==> src/rtl/game_pixel_compositor_if.sv <==
// Pixel-stream bundle between the game logic controller, the compositor and the TMDS encoder.
// The compositor uses the slave modport; the upstream/downstream side uses master.
interface game_pixel_compositor_if;
    logic [10:0] hcount_in;
    logic [9:0]  vcount_in;
    logic        data_valid_in;
    logic [15:0] camera_pixel_in;
    logic        is_wall_in;
    logic        is_person_in;
    logic        is_collision_in;
    logic [7:0]  wall_depth_in;
    logic [7:0]  player_depth_in;
    logic [2:0]  game_state_in;

    logic [10:0] hcount_out;
    logic [9:0]  vcount_out;
    logic        data_valid_out;
    logic [23:0] pixel_out;
    logic [7:0]  player_depth_out;
    logic [19:0] collision_count_out;
    logic        frame_done_out;

    modport slave (
        input  hcount_in, vcount_in, data_valid_in, camera_pixel_in,
               is_wall_in, is_person_in, is_collision_in,
               wall_depth_in, player_depth_in, game_state_in,
        output hcount_out, vcount_out, data_valid_out, pixel_out,
               player_depth_out, collision_count_out, frame_done_out
    );

    modport master (
        output hcount_in, vcount_in, data_valid_in, camera_pixel_in,
               is_wall_in, is_person_in, is_collision_in,
               wall_depth_in, player_depth_in, game_state_in,
        input  hcount_out, vcount_out, data_valid_out, pixel_out,
               player_depth_out, collision_count_out, frame_done_out
    );
endinterface

==> src/rtl/game_pixel_compositor.sv <==
// Two-stage pixel compositor: wall/person/collision mixing, game-over flash FSM and per-frame
// collision counting. Define GOAL_BAR_EN to add the wall-depth bar on the top eight rows.
module game_pixel_compositor #(
    parameter int SCREEN_WIDTH  = 1280,
    parameter int SCREEN_HEIGHT = 720,
    parameter int FLASH_FRAMES  = 60,
    parameter int FLASH_PERIOD  = 8,
    parameter int WALL_BASE     = 64
`ifdef GOAL_BAR_EN
    ,
    parameter int GOAL_DEPTH       = 60,
    parameter int GOAL_DEPTH_DELTA = 10
`endif
) (
    input  logic                    clk_in,
    input  logic                    rst_in,
    game_pixel_compositor_if.slave  bus
);

    localparam int              FC_W       = (FLASH_FRAMES > 1) ? $clog2(FLASH_FRAMES) : 1;
    localparam logic [FC_W-1:0] FLASH_LAST = FC_W'(FLASH_FRAMES - 1);
    localparam logic [19:0]     COUNT_MAX  = '1;

    typedef enum logic [1:0] {
        ST_PLAY,
        ST_FLASH,
        ST_OVER
    } state_e;

    typedef enum logic [1:0] {
        TINT_NONE,
        TINT_INVERT,
        TINT_OVER
    } tint_e;

    typedef struct packed {
        logic        valid;
        logic [10:0] hcount;
        logic [9:0]  vcount;
        logic        wall;
        logic        person;
        logic        collision;
        logic [7:0]  wall_depth;
        logic [7:0]  player_depth;
        logic [23:0] cam_rgb;
        tint_e       tint;
`ifdef GOAL_BAR_EN
        logic        bar;
        logic        goal_hit;
`endif
    } stage1_t;

    typedef struct packed {
        logic        valid;
        logic [10:0] hcount;
        logic [9:0]  vcount;
        logic [7:0]  player_depth;
        logic [23:0] pixel;
    } stage2_t;

    state_e          state_q, state_d;
    logic [FC_W-1:0] flash_count_q, flash_count_d;
    logic [19:0]     coll_acc_q, coll_acc_d;
    logic [19:0]     coll_count_q, coll_count_d;
    logic            frame_done_q, frame_done_d;
    stage1_t         s1_q, s1_d;
    stage2_t         s2_q, s2_d;

    logic            frame_end;
    logic            flash_phase;
    logic [19:0]     coll_total;

    // NOTE: every always_comb assigns all its outputs first so no path leaves a latch behind.
    always_comb begin
        frame_end = bus.data_valid_in
                 && (bus.hcount_in == 11'(SCREEN_WIDTH - 1))
                 && (bus.vcount_in == 10'(SCREEN_HEIGHT - 1));
        flash_phase = |((flash_count_q / FC_W'(FLASH_PERIOD)) & FC_W'(1));

        state_d       = state_q;
        flash_count_d = flash_count_q;
        if (frame_end) begin
            case (state_q)
                ST_PLAY: begin
                    if (bus.game_state_in == 3'd0) begin
                        state_d       = ST_FLASH;
                        flash_count_d = '0;
                    end
                end
                ST_FLASH: begin
                    if (bus.game_state_in != 3'd0) begin
                        state_d = ST_PLAY;
                    end else if (flash_count_q == FLASH_LAST) begin
                        state_d = ST_OVER;
                    end else begin
                        flash_count_d = flash_count_q + FC_W'(1);
                    end
                end
                ST_OVER: begin
                    if (bus.game_state_in != 3'd0) begin
                        state_d = ST_PLAY;
                    end
                end
                default: state_d = ST_PLAY;
            endcase
        end
    end

    // The frame_end pixel itself is folded into the latched total, then the accumulator restarts.
    always_comb begin
        coll_total = coll_acc_q;
        if (bus.data_valid_in && bus.is_collision_in && (coll_acc_q != COUNT_MAX)) begin
            coll_total = coll_acc_q + 20'd1;
        end
        coll_acc_d   = frame_end ? '0 : coll_total;
        coll_count_d = frame_end ? coll_total : coll_count_q;
        frame_done_d = frame_end;
    end

    // Tint is captured with the pixel so a state change at frame_end never touches that frame.
    always_comb begin
        s1_d              = '0;
        s1_d.valid        = bus.data_valid_in;
        s1_d.hcount       = bus.hcount_in;
        s1_d.vcount       = bus.vcount_in;
        s1_d.wall         = bus.is_wall_in;
        s1_d.person       = bus.is_person_in;
        s1_d.collision    = bus.is_collision_in;
        s1_d.wall_depth   = bus.wall_depth_in;
        s1_d.player_depth = bus.player_depth_in;
        s1_d.cam_rgb      = {bus.camera_pixel_in[15:11], bus.camera_pixel_in[15:13],
                             bus.camera_pixel_in[10:5],  bus.camera_pixel_in[10:9],
                             bus.camera_pixel_in[4:0],   bus.camera_pixel_in[4:2]};
        s1_d.tint         = TINT_NONE;
        if ((state_q == ST_FLASH) && flash_phase) begin
            s1_d.tint = TINT_INVERT;
        end else if (state_q == ST_OVER) begin
            s1_d.tint = TINT_OVER;
        end
`ifdef GOAL_BAR_EN
        s1_d.bar      = (bus.vcount_in < 10'd8)
                     && (bus.hcount_in < {1'b0, bus.wall_depth_in, 2'b00});
        s1_d.goal_hit = (bus.wall_depth_in >= 8'(GOAL_DEPTH - GOAL_DEPTH_DELTA))
                     && (bus.wall_depth_in <= 8'(GOAL_DEPTH + GOAL_DEPTH_DELTA));
`endif
    end

    logic [9:0]  grey_sum;
    logic [7:0]  grey;
    logic [23:0] base;
    logic [23:0] tinted;

    always_comb begin
        grey_sum = 10'(WALL_BASE) + {1'b0, s1_q.wall_depth, 1'b0};
        grey     = (grey_sum > 10'd255) ? 8'hFF : grey_sum[7:0];

        if (s1_q.collision) begin
            base = 24'hFF0000;
        end else if (s1_q.wall) begin
            base = {grey, grey, grey};
        end else if (s1_q.person) begin
            base = s1_q.cam_rgb;
        end else begin
            base = {1'b0, s1_q.cam_rgb[23:17], 1'b0, s1_q.cam_rgb[15:9], 1'b0, s1_q.cam_rgb[7:1]};
        end
`ifdef GOAL_BAR_EN
        if (s1_q.bar) begin
            base = s1_q.goal_hit ? 24'h00FF00 : 24'hFFFF00;
        end
`endif

        case (s1_q.tint)
            TINT_INVERT: tinted = ~base;
            TINT_OVER:   tinted = {8'hFF, 1'b0, base[15:9], 1'b0, base[7:1]};
            default:     tinted = base;
        endcase

        s2_d              = '0;
        s2_d.valid        = s1_q.valid;
        s2_d.hcount       = s1_q.hcount;
        s2_d.vcount       = s1_q.vcount;
        s2_d.player_depth = s1_q.player_depth;
        s2_d.pixel        = s1_q.valid ? tinted : 24'h0;
    end

    // NOTE: sequential state uses non-blocking assignments so every flop samples pre-edge values.
    always_ff @(posedge clk_in or posedge rst_in) begin
        if (rst_in) begin
            state_q       <= ST_PLAY;
            flash_count_q <= '0;
            coll_acc_q    <= '0;
            coll_count_q  <= '0;
            frame_done_q  <= 1'b0;
            s1_q          <= '0;
            s2_q          <= '0;
        end else begin
            state_q       <= state_d;
            flash_count_q <= flash_count_d;
            coll_acc_q    <= coll_acc_d;
            coll_count_q  <= coll_count_d;
            frame_done_q  <= frame_done_d;
            s1_q          <= s1_d;
            s2_q          <= s2_d;
        end
    end

    assign bus.hcount_out          = s2_q.hcount;
    assign bus.vcount_out          = s2_q.vcount;
    assign bus.data_valid_out      = s2_q.valid;
    assign bus.pixel_out           = s2_q.pixel;
    assign bus.player_depth_out    = s2_q.player_depth;
    assign bus.collision_count_out = coll_count_q;
    assign bus.frame_done_out      = frame_done_q;

endmodule

==> src/flat_wrapper.sv <==
// flat-port wrapper written by rule: the top's interface ports become plain ports
module game_pixel_compositor_flat 
#(
    parameter int SCREEN_WIDTH  = 1280,
    parameter int SCREEN_HEIGHT = 720,
    parameter int FLASH_FRAMES  = 60,
    parameter int FLASH_PERIOD  = 8,
    parameter int WALL_BASE     = 64

)
  (clk_in, rst_in, bus_hcount_in, bus_vcount_in, bus_data_valid_in, bus_camera_pixel_in, bus_is_wall_in, bus_is_person_in, bus_is_collision_in, bus_wall_depth_in, bus_player_depth_in, bus_game_state_in, bus_hcount_out, bus_vcount_out, bus_data_valid_out, bus_pixel_out, bus_player_depth_out, bus_collision_count_out, bus_frame_done_out);
  game_pixel_compositor_if bus_i ();
  input  logic clk_in;
  input  logic rst_in;
  input wire logic [$bits(bus_i.hcount_in)-1:0] bus_hcount_in;
  input wire logic [$bits(bus_i.vcount_in)-1:0] bus_vcount_in;
  input wire logic [$bits(bus_i.data_valid_in)-1:0] bus_data_valid_in;
  input wire logic [$bits(bus_i.camera_pixel_in)-1:0] bus_camera_pixel_in;
  input wire logic [$bits(bus_i.is_wall_in)-1:0] bus_is_wall_in;
  input wire logic [$bits(bus_i.is_person_in)-1:0] bus_is_person_in;
  input wire logic [$bits(bus_i.is_collision_in)-1:0] bus_is_collision_in;
  input wire logic [$bits(bus_i.wall_depth_in)-1:0] bus_wall_depth_in;
  input wire logic [$bits(bus_i.player_depth_in)-1:0] bus_player_depth_in;
  input wire logic [$bits(bus_i.game_state_in)-1:0] bus_game_state_in;
  output wire logic [$bits(bus_i.hcount_out)-1:0] bus_hcount_out;
  output wire logic [$bits(bus_i.vcount_out)-1:0] bus_vcount_out;
  output wire logic [$bits(bus_i.data_valid_out)-1:0] bus_data_valid_out;
  output wire logic [$bits(bus_i.pixel_out)-1:0] bus_pixel_out;
  output wire logic [$bits(bus_i.player_depth_out)-1:0] bus_player_depth_out;
  output wire logic [$bits(bus_i.collision_count_out)-1:0] bus_collision_count_out;
  output wire logic [$bits(bus_i.frame_done_out)-1:0] bus_frame_done_out;
  assign bus_i.hcount_in = bus_hcount_in;
  assign bus_i.vcount_in = bus_vcount_in;
  assign bus_i.data_valid_in = bus_data_valid_in;
  assign bus_i.camera_pixel_in = bus_camera_pixel_in;
  assign bus_i.is_wall_in = bus_is_wall_in;
  assign bus_i.is_person_in = bus_is_person_in;
  assign bus_i.is_collision_in = bus_is_collision_in;
  assign bus_i.wall_depth_in = bus_wall_depth_in;
  assign bus_i.player_depth_in = bus_player_depth_in;
  assign bus_i.game_state_in = bus_game_state_in;
  assign bus_hcount_out = bus_i.hcount_out;
  assign bus_vcount_out = bus_i.vcount_out;
  assign bus_data_valid_out = bus_i.data_valid_out;
  assign bus_pixel_out = bus_i.pixel_out;
  assign bus_player_depth_out = bus_i.player_depth_out;
  assign bus_collision_count_out = bus_i.collision_count_out;
  assign bus_frame_done_out = bus_i.frame_done_out;
  game_pixel_compositor #(.SCREEN_WIDTH(SCREEN_WIDTH), .SCREEN_HEIGHT(SCREEN_HEIGHT), .FLASH_FRAMES(FLASH_FRAMES), .FLASH_PERIOD(FLASH_PERIOD), .WALL_BASE(WALL_BASE)) u_core (.clk_in(clk_in), .rst_in(rst_in), .bus(bus_i));
endmodule
==> config.mk <==
export PLATFORM = sky130hd
export DESIGN_NAME = game_pixel_compositor_flat
export DESIGN_NICKNAME = d
export VERILOG_FILES = /design/src/rtl/game_pixel_compositor_if.sv /design/src/rtl/game_pixel_compositor.sv /design/src/flat_wrapper.sv
export SDC_FILE = /design/constraint.sdc
export NUM_CORES = 1
export LEC_CHECK = 0
export CORE_MARGIN = 4
export CORE_UTILIZATION = 50
export DETAILED_ROUTE_END_ITERATION = 8
export PLACE_DENSITY = 0.87
export SKIP_LAST_GASP = 1
export SLEW_MARGIN = 10
export SYNTH_ARGS = -nofsm -noshare
export SYNTH_HDL_FRONTEND = slang
export SYNTH_SLANG_ARGS = --single-unit
==> constraint.sdc <==
create_clock -name clk_in -period 10.1 [get_ports clk_in]
set_input_delay 2.525 -clock clk_in [delete_from_list [all_inputs] [get_ports clk_in]]
set_output_delay 2.525 -clock clk_in [all_outputs]
set_load 0.005 [all_outputs]
==> qor.txt, run 1 <==
wire per inst = 18.2 um
CP Max Fanout = 29
outcome = finished with violations
Cell variety after synth = 64
final wirelength = 15.3 mm
All-Layer GR Usage = 0.221
diode count = 0
Slew HR = 0.327
most frequent cells in the layout = 162 x dfrtp_1, 136 x clkdlybuf4s50_1, 53 x nand2_1
Clock Latency Late Sink = 0.42 ns
final hold vios = 0
layout cells sized above 1 = 0.0821
number of global-route vias before repair = 4995
synthesized area = 0.00635 mm2
CTS root buf = clkbuf_16
global-route wire length before repair = 25.1 mm
worst path arrival time = 5.10 ns
fin crit share = 0.471
vias per cell = 5.62
worst vdd ir = 0.000127 V
initial antenna violation count = 0
vias = 4706
CTS Buf Count = 17
Core ar. = 0.0122 mm2
RSZ-0062 raised after global routing = false
max-cap violations = 0
Hold Buf Count CTS = 0
R2R depth = 4
flop-to-flop setup slack = 7.72 ns
Cells after DPL = 806
clock skew = 0.00971 ns
Highest Clock Rate = 210 MHz
Die Area = 0.0146 mm2
Cells after Synth = 522
PwrDens = 175 mW/mm2
Initial Util = 0.520
R2R Path Start = u_core.s1_q[44]
HPWL Detailed = 10.7 mm
initial DRC count = 438
ANT nets after route = 0
Remaining Overflow, GRT = 0
simple-gate share of the synthesized area = 0.152
adder-cell share of the synthesized area = 0.00985
synth warn = 0
FP Rows = 40
Final Critical Period = 4.75 ns
crit path launch type = input pin
clock-pin slew on the worst setup and hold paths = 0.06 ns
reg-to-reg endpoint = u_core.bus.pixel_out[16]
area growth from synthesis to layout = 32.0%
Final Wtd Congestion = 0.960
WS Path Type = in2reg
number of flops mapped to enable cells by yosys = 0
Synth Area in XOR/XNOR = 0.0207
Syn Area/Cell = 12.2 um2
Synth async-reset ratio = 1.00
CTS resizes = 0
num ports = 137
post-route insts no fill = 838
Port Buffers = 136
CTS tree = done
hold path start = u_core.s1_q[63]
most common cell after layout, fill and taps aside = dfrtp_1
CTS H-tree lvls = 4
total power = 0.00146 W
multiplexer area fraction after synthesis = 0.0443
final core utilization = 0.687
postcts setup bufs = 0
Hold Crit Class = reg2reg
final setup fails = 0
Hold EP = u_core.bus.hcount_out[8]
Die Width = 121 um
worst-case clock buffer depth = 2
setup TNS = 0 ns
largest net degree at the start of global routing = 84
Synth Area in Compound Gates = 0.107
violated checks = DRC
drt drc = 1
Worst EP required = 10.45 ns
prevailing post-synth register cell = dfrtp_1
largest family of logic cells by synthesized area = simple AND/OR/NAND/NOR gates
Hold Crit Depth = 0
die height = 121 um
Hold WS = 0.346 ns
clk sinks = 162
Worst Tran Pin Value = 1.01 ns
leakage power = 3.65 nW
nets = 724
sequential element share of the synthesized area = 0.638
synthesis-stage register bit count = 162
Max Slew Vio Count = 0
Crit. End Element = flip-flop
DR pass1 iterations = 7
syn_nets = 589
through the flow:
step	setup slack (ns)	cell area, um2
final	5.35	8390
after global routing	5.13	8390
after CTS	5.34	8390
after detailed placement	4.92	7820
after global placement	5.06	7820
after floorplan	3.20	6350
power breakdown:
group          total [W]  internal (W)  leakage (nW)  switching (W)
logic           0.000140     0.0000692          1.37      0.0000705
registers       0.000714      0.000684          2.00      0.0000293
clock network   0.000611      0.000362         0.284       0.000248
total            0.00146       0.00112          3.65       0.000348
area by class of cell:
cell class | count | area [um2]
Clock buffer | 18 | 429
Clock inverter | 14 | 138
Fill cell | 892 | 3820
Inverter | 16 | 65.1
Multi-Input combinational cell | 323 | 2120
Sequential cell | 162 | 4050
Tap cell | 168 | 210
Timing Repair Buffer | 137 | 1370
cell usage after synthesis, types with 9 or more instances:
cell type,instances,area (um2)
nor2_1,37,139
inv_1,14,52.6
a21oi_1,15,75.1
o21ai_0,31,155
a31oi_1,9,56.3
nand3_1,14,70.1
nand2_1,53,199
mux2i_1,24,240
dfrtp_1,162,4050
layer usage:
layer | GRT usage | vias up | part of all wire
met4 | 0.0666 | 0 | 0.013
met1 | 0.260 | 2350 | 0.38
met3 | 0.0617 | 21 | 0.059
met5 | 0 | - | 0
li1 | - | 2129 | -
met2 | 0.395 | 206 | 0.54
registers in the layout (all words and copies together) (netlist names), 2 cells and up:
register / count
u_core.bus.collision_count_out: 20
u_core.bus.hcount_out: 11
u_core.bus.pixel_out: 24
u_core.bus.player_depth_out: 8
u_core.bus.vcount_out: 10
u_core.coll_acc_q: 20
u_core.flash_count_q: 6
u_core.s1_q: 59
u_core.state_q: 2
logic make-up (layout without fill, tap and decap cells):
group           Yosys count  in the layout
fa+ha+maj                 5              5
flops                   162            162
buf+inv                  37            185
compound gates          105            105
mux                      27             27
simple gates            171            171
xor+xnor                 15             15
critical path: stages:
cell and delay [ns]:
clkdlybuf4s50_1 0.63, nand4_1 0.14, nor2_1 0.21, nand3_1 0.74
or4_1 0.76, nand3_1 0.09
how the worst max path moves through the flow:
stage / cells after the start / start / end
global placement: 6 / bus_hcount_in[10] / u_core.flash_count_q[4]
global route: 6 / bus_data_valid_in / u_core.flash_count_q[4]
CTS: 6 / bus_hcount_in[10] / u_core.flash_count_q[4]
detailed placement: 6 / bus_data_valid_in / u_core.flash_count_q[4]
floorplan: 1 / rst_in / u_core.bus.collision_count_out[0]
finish: 6 / bus_data_valid_in / u_core.flash_count_q[4]
Power figures use the tool's default switching activity.
==> inputs of run 2 (changes only) <==
==> constraint.sdc (replaced) <==
create_clock -name clk_in -period 4.8 [get_ports clk_in]
set_input_delay 1.2 -clock clk_in [delete_from_list [all_inputs] [get_ports clk_in]]
set_output_delay 1.2 -clock clk_in [all_outputs]
set_load 0.005 [all_outputs]
==> qor.txt, run 2 (same netlist as run 1, synthesis figures left out) <==
wire per inst = 17.8 um
Cells after DPL = 809
initial DRC count = 399
postcts setup bufs = 0
final wirelength = 14.9 mm
All-Layer GR Usage = 0.221
Core ar. = 0.0122 mm2
clock-pin slew on the worst setup and hold paths = 0.06 ns
Worst EP required = 5.13 ns
outcome = completed
num ports = 137
initial antenna violation count = 0
final hold vios = 0
Highest Clock Rate = 344 MHz
largest net degree at the start of global routing = 78
final setup fails = 0
Final Critical Period = 2.90 ns
Remaining Overflow, GRT = 0
HPWL Detailed = 10.7 mm
worst-case clock buffer depth = 2
PwrDens = 368 mW/mm2
met2 wire len = 7.91 mm
ANT nets after route = 0
Reg with most FFs = u_core.s1_q
DR pass1 iterations = 5
CTS resizes = 0
CP max-delay cell = clkdlybuf4s50_1
DRT met1 WL = 5.69 mm
layout cells sized above 1 = 0.0862
fillers = 896
Hold Buf Count CTS = 0
crit path launch type = input pin
clk sinks = 162
Worst Tran Pin Value = 0.864 ns
clock skew = 0.00550 ns
Crit. End Element = flip-flop
Hold Crit Class = reg2reg
leakage power = 3.67 nW
drt drc = 0
Max Used Layer = met4
area growth from synthesis to layout = 32.7%
Die Width = 121 um
worst path arrival time = 3.24 ns
most common cell after layout, fill and taps aside = dfrtp_1
die height = 121 um
setup TNS = 0 ns
FP Rows = 40
CTS H-tree lvls = 4
Final Wtd Congestion = 0.958
CP Max Fanout = 15
WS Path Type = in2reg
CTS Buf Count = 17
post-route insts no fill = 841
global-route wire length before repair = 24.8 mm
nets = 727
Met3 Wirelength = 979 um
max reg flops = 59
Hold WS = 0.347 ns
Slew HR = 0.424
Clock Latency Late Sink = 0.42 ns
diode count = 0
Die Area = 0.0146 mm2
worst stage delay on the critical path = 0.46 ns
Port Buffers = 136
vias per cell = 5.54
CP Cell Sequence = clkdlybuf4s50_1 -> nor4bb_1 -> and3_1 -> nand3_1 -> inv_1 -> nand2_1 -> o211ai_1
fin crit share = 0.605
vias = 4655
number of global-route vias before repair = 4932
CTS root buf = clkbuf_16
most frequent cells in the layout = 162 x dfrtp_1, 136 x clkdlybuf4s50_1, 53 x nand2_1
max-cap violations = 0
RSZ-0062 raised after global routing = false
Initial Util = 0.520
Max Slew Vio Count = 0
worst vdd ir = 0.000287 V
CTS tree = done
run 2: cell types whose count changed in the layout (fill, tap and decap cells not counted), sizes merged:
cell,change
buf,+3
clkinv,-2
clkbuf,+1
clkinvlp,+1
run 2: path summary, 6_finish.rpt:
| check | start | to | slack (ns) | cells past startpoint |
|---|---|---|---|---|
| worst min register to register | u_core.s1_q[26] | u_core.bus.player_depth_out[0] | 0.35 | 0 |
| worst max register to register | u_core.s1_q[44] | u_core.bus.pixel_out[22] | 2.41 | 4 |
| worst min-delay path | u_core.s1_q[26] | u_core.bus.player_depth_out[0] | 0.35 | 0 |
| max in group asynchronous | rst_in | u_core.bus.vcount_out[0] | 2.48 | 3 |
| min in group asynchronous | rst_in | u_core.s1_q[29] | 1.28 | 2 |
| worst max-delay path | bus_hcount_in[10] | u_core.flash_count_q[2] | 1.90 | 7 |
run 2: power breakdown:
| part | switching (W) | internal, W |
|---|---|---|
| sequential | 0.0000613 | 0.00144 |
| combinational | 0.000147 | 0.000147 |
| clock | 0.000532 | 0.000778 |
| total | 0.000740 | 0.00237 |
run 2: final cells by class:
| type | count | area (um2) | share of cell area |
|---|---|---|---|
| Sequential cell | 162 | 4050 | 0.481 |
| Multi-Input combinational cell | 323 | 2120 | 0.252 |
| Timing Repair Buffer | 140 | 1400 | 0.167 |
| Clock buffer | 19 | 443 | 0.0525 |
| Tap cell | 168 | 210 | 0.0249 |
| Clock inverter | 13 | 133 | 0.0157 |
| Inverter | 16 | 63.8 | 0.00757 |
run 2: stage by stage:
step	setup slack (ns)	utilization	instance area [um2]	total power (W)
after detailed placement	1.44	0.643	7850	0.00182
after global routing	1.68	0.690	8430	0.00324
after floorplan	1.54	-	6360	0.00165
after CTS	1.87	0.690	8430	0.00313
final	1.90	0.690	8430	0.00311
after global placement	1.60	0.643	7850	0.00180
run 2: metal layers:
layer | GRT usage | vias to the layer above
met5 | 0 | -
met4 | 0.0779 | 0
met3 | 0.0720 | 35
met2 | 0.385 | 197
met1 | 0.255 | 2285
li1 | - | 2138
run 2: critical path: cells and delay by family:
kind / cells / cell delay [ns]
and+or+nand+nor: 4 / 1.03
buffers and inverters: 2 / 0.78
AOI/OAI and AO/OA: 1 / 0.22
==> inputs of run 3 (changes only) <==
==> constraint.sdc (replaced) <==
create_clock -name clk_in -period 2.7 [get_ports clk_in]
set_input_delay 0.675 -clock clk_in [delete_from_list [all_inputs] [get_ports clk_in]]
set_output_delay 0.675 -clock clk_in [all_outputs]
set_load 0.005 [all_outputs]
==> qor.txt, run 3 (same netlist as run 1, synthesis figures left out) <==
HPWL Detailed = 11.1 mm
post-route insts no fill = 849
fin crit share = 0.823
largest net degree at the start of global routing = 39
diode count = 0
CTS H-tree lvls = 4
Clock Latency Late Sink = 0.42 ns
most common cell after layout, fill and taps aside = dfrtp_1
Hold WS = 0.347 ns
initial antenna violation count = 0
die height = 121 um
worst-case clock buffer depth = 2
Remaining Overflow, GRT = 0
final setup fails = 0
fillers = 887
area growth from synthesis to layout = 33.7%
CP Cell Sequence = ha_1 -> and2_1 -> a21oi_1 -> o21ai_0 -> a221oi_1 -> a211oi_1
clk sinks = 162
layout cells sized above 1 = 0.0984
All-Layer GR Usage = 0.230
CTS tree = done
ANT nets after route = 0
Final Wtd Congestion = 1.02
clock skew = 0.0107 ns
Worst EP required = 2.97 ns
FP Rows = 40
Area after DPL = 0.00795 mm2
Crit. End Element = flip-flop
CTS resizes = 0
CTS Buf Count = 17
num ports = 137
Cells after DPL = 817
Initial Util = 0.520
setup TNS = 0 ns
Max Slew Vio Count = 0
leakage power = 3.70 nW
Highest Clock Rate = 450 MHz
worst path arrival time = 2.49 ns
CTS root buf = clkbuf_16
clock-pin slew on the worst setup and hold paths = 0.06 ns
most frequent cells in the layout = 162 x dfrtp_1, 136 x clkdlybuf4s50_1, 53 x nand2_1
final wirelength = 15.8 mm
final hold vios = 0
Top delay family on crit path = compound AO/OA/AOI/OAI gates
PwrDens = 637 mW/mm2
nets = 735
Port Buffers = 136
max-cap violations = 0
Die Width = 121 um
Hold Crit Class = reg2reg
vias = 4772
vias per cell = 5.62
Die Area = 0.0146 mm2
Hold Buf Count CTS = 0
total power = 0.00541 W
worst stage delay on the critical path = 0.49 ns
DR pass1 iterations = 5
Final Critical Period = 2.22 ns
postcts setup bufs = 0
outcome = completed
worst vdd ir = 0.000771 V
Worst Tran Pin Value = 0.742 ns
CP max-delay cell = a21oi_1
CP bufs+invs = 0
number of global-route vias before repair = 5079
RSZ-0062 raised after global routing = false
initial DRC count = 359
max reg flops = 59
Slew HR = 0.505
design area = 0.00849 mm2
wire per inst = 18.6 um
Core ar. = 0.0122 mm2
crit path launch type = flip-flop
WS Path Type = reg2reg
CP Max Fanout = 8
drt drc = 0
global-route wire length before repair = 26.2 mm
Reg with most FFs = u_core.s1_q
run 3: metal layers:
metal | up-vias | routed length, um | GRT usage
met4 | 0 | 328 | 0.0836
met3 | 39 | 1030 | 0.0571
met5 | - | 0 | 0
li1 | 2142 | - | -
met1 | 2360 | 5950 | 0.271
met2 | 231 | 8470 | 0.408
run 3: final timing paths:
kind                                  from                              to  slack, ns  depth (start not counted)
min reg2reg                u_core.s1_q[31]  u_core.bus.player_depth_out[5]       0.35                          0
max reg2reg                u_core.s1_q[39]         u_core.bus.pixel_out[0]       0.48                          6
max                        u_core.s1_q[39]         u_core.bus.pixel_out[0]       0.48                          6
max in group asynchronous           rst_in        u_core.bus.pixel_out[14]       1.44                          3
min                        u_core.s1_q[31]  u_core.bus.player_depth_out[5]       0.35                          0
min in group asynchronous           rst_in  u_core.bus.player_depth_out[2]       0.69                          2
run 3: area by class of cell:
type	instances	area (um2)	area share
sequential	162	4050	0.477
multi-input combinational	323	2120	0.250
timing repair buffer	148	1500	0.177
clock buffer	18	439	0.0517
tap	168	210	0.0247
clock inverter	14	103	0.0121
inverter	16	63.8	0.00751
run 3: report_power, final:
| group | switching (W) | leakage (nW) | internal, W |
|---|---|---|---|
| clock | 0.000997 | 0.265 | 0.00121 |
| sequential | 0.000112 | 2.00 | 0.00256 |
| combinational | 0.000261 | 1.44 | 0.000273 |
run 3: per-stage QoR:
stage                     setup WS, ns   util
after global routing             0.264  0.695
after floorplan                -0.0318      -
after global placement           0.294  0.651
final                            0.477  0.695
after detailed placement         0.116  0.651
after CTS                        0.489  0.695
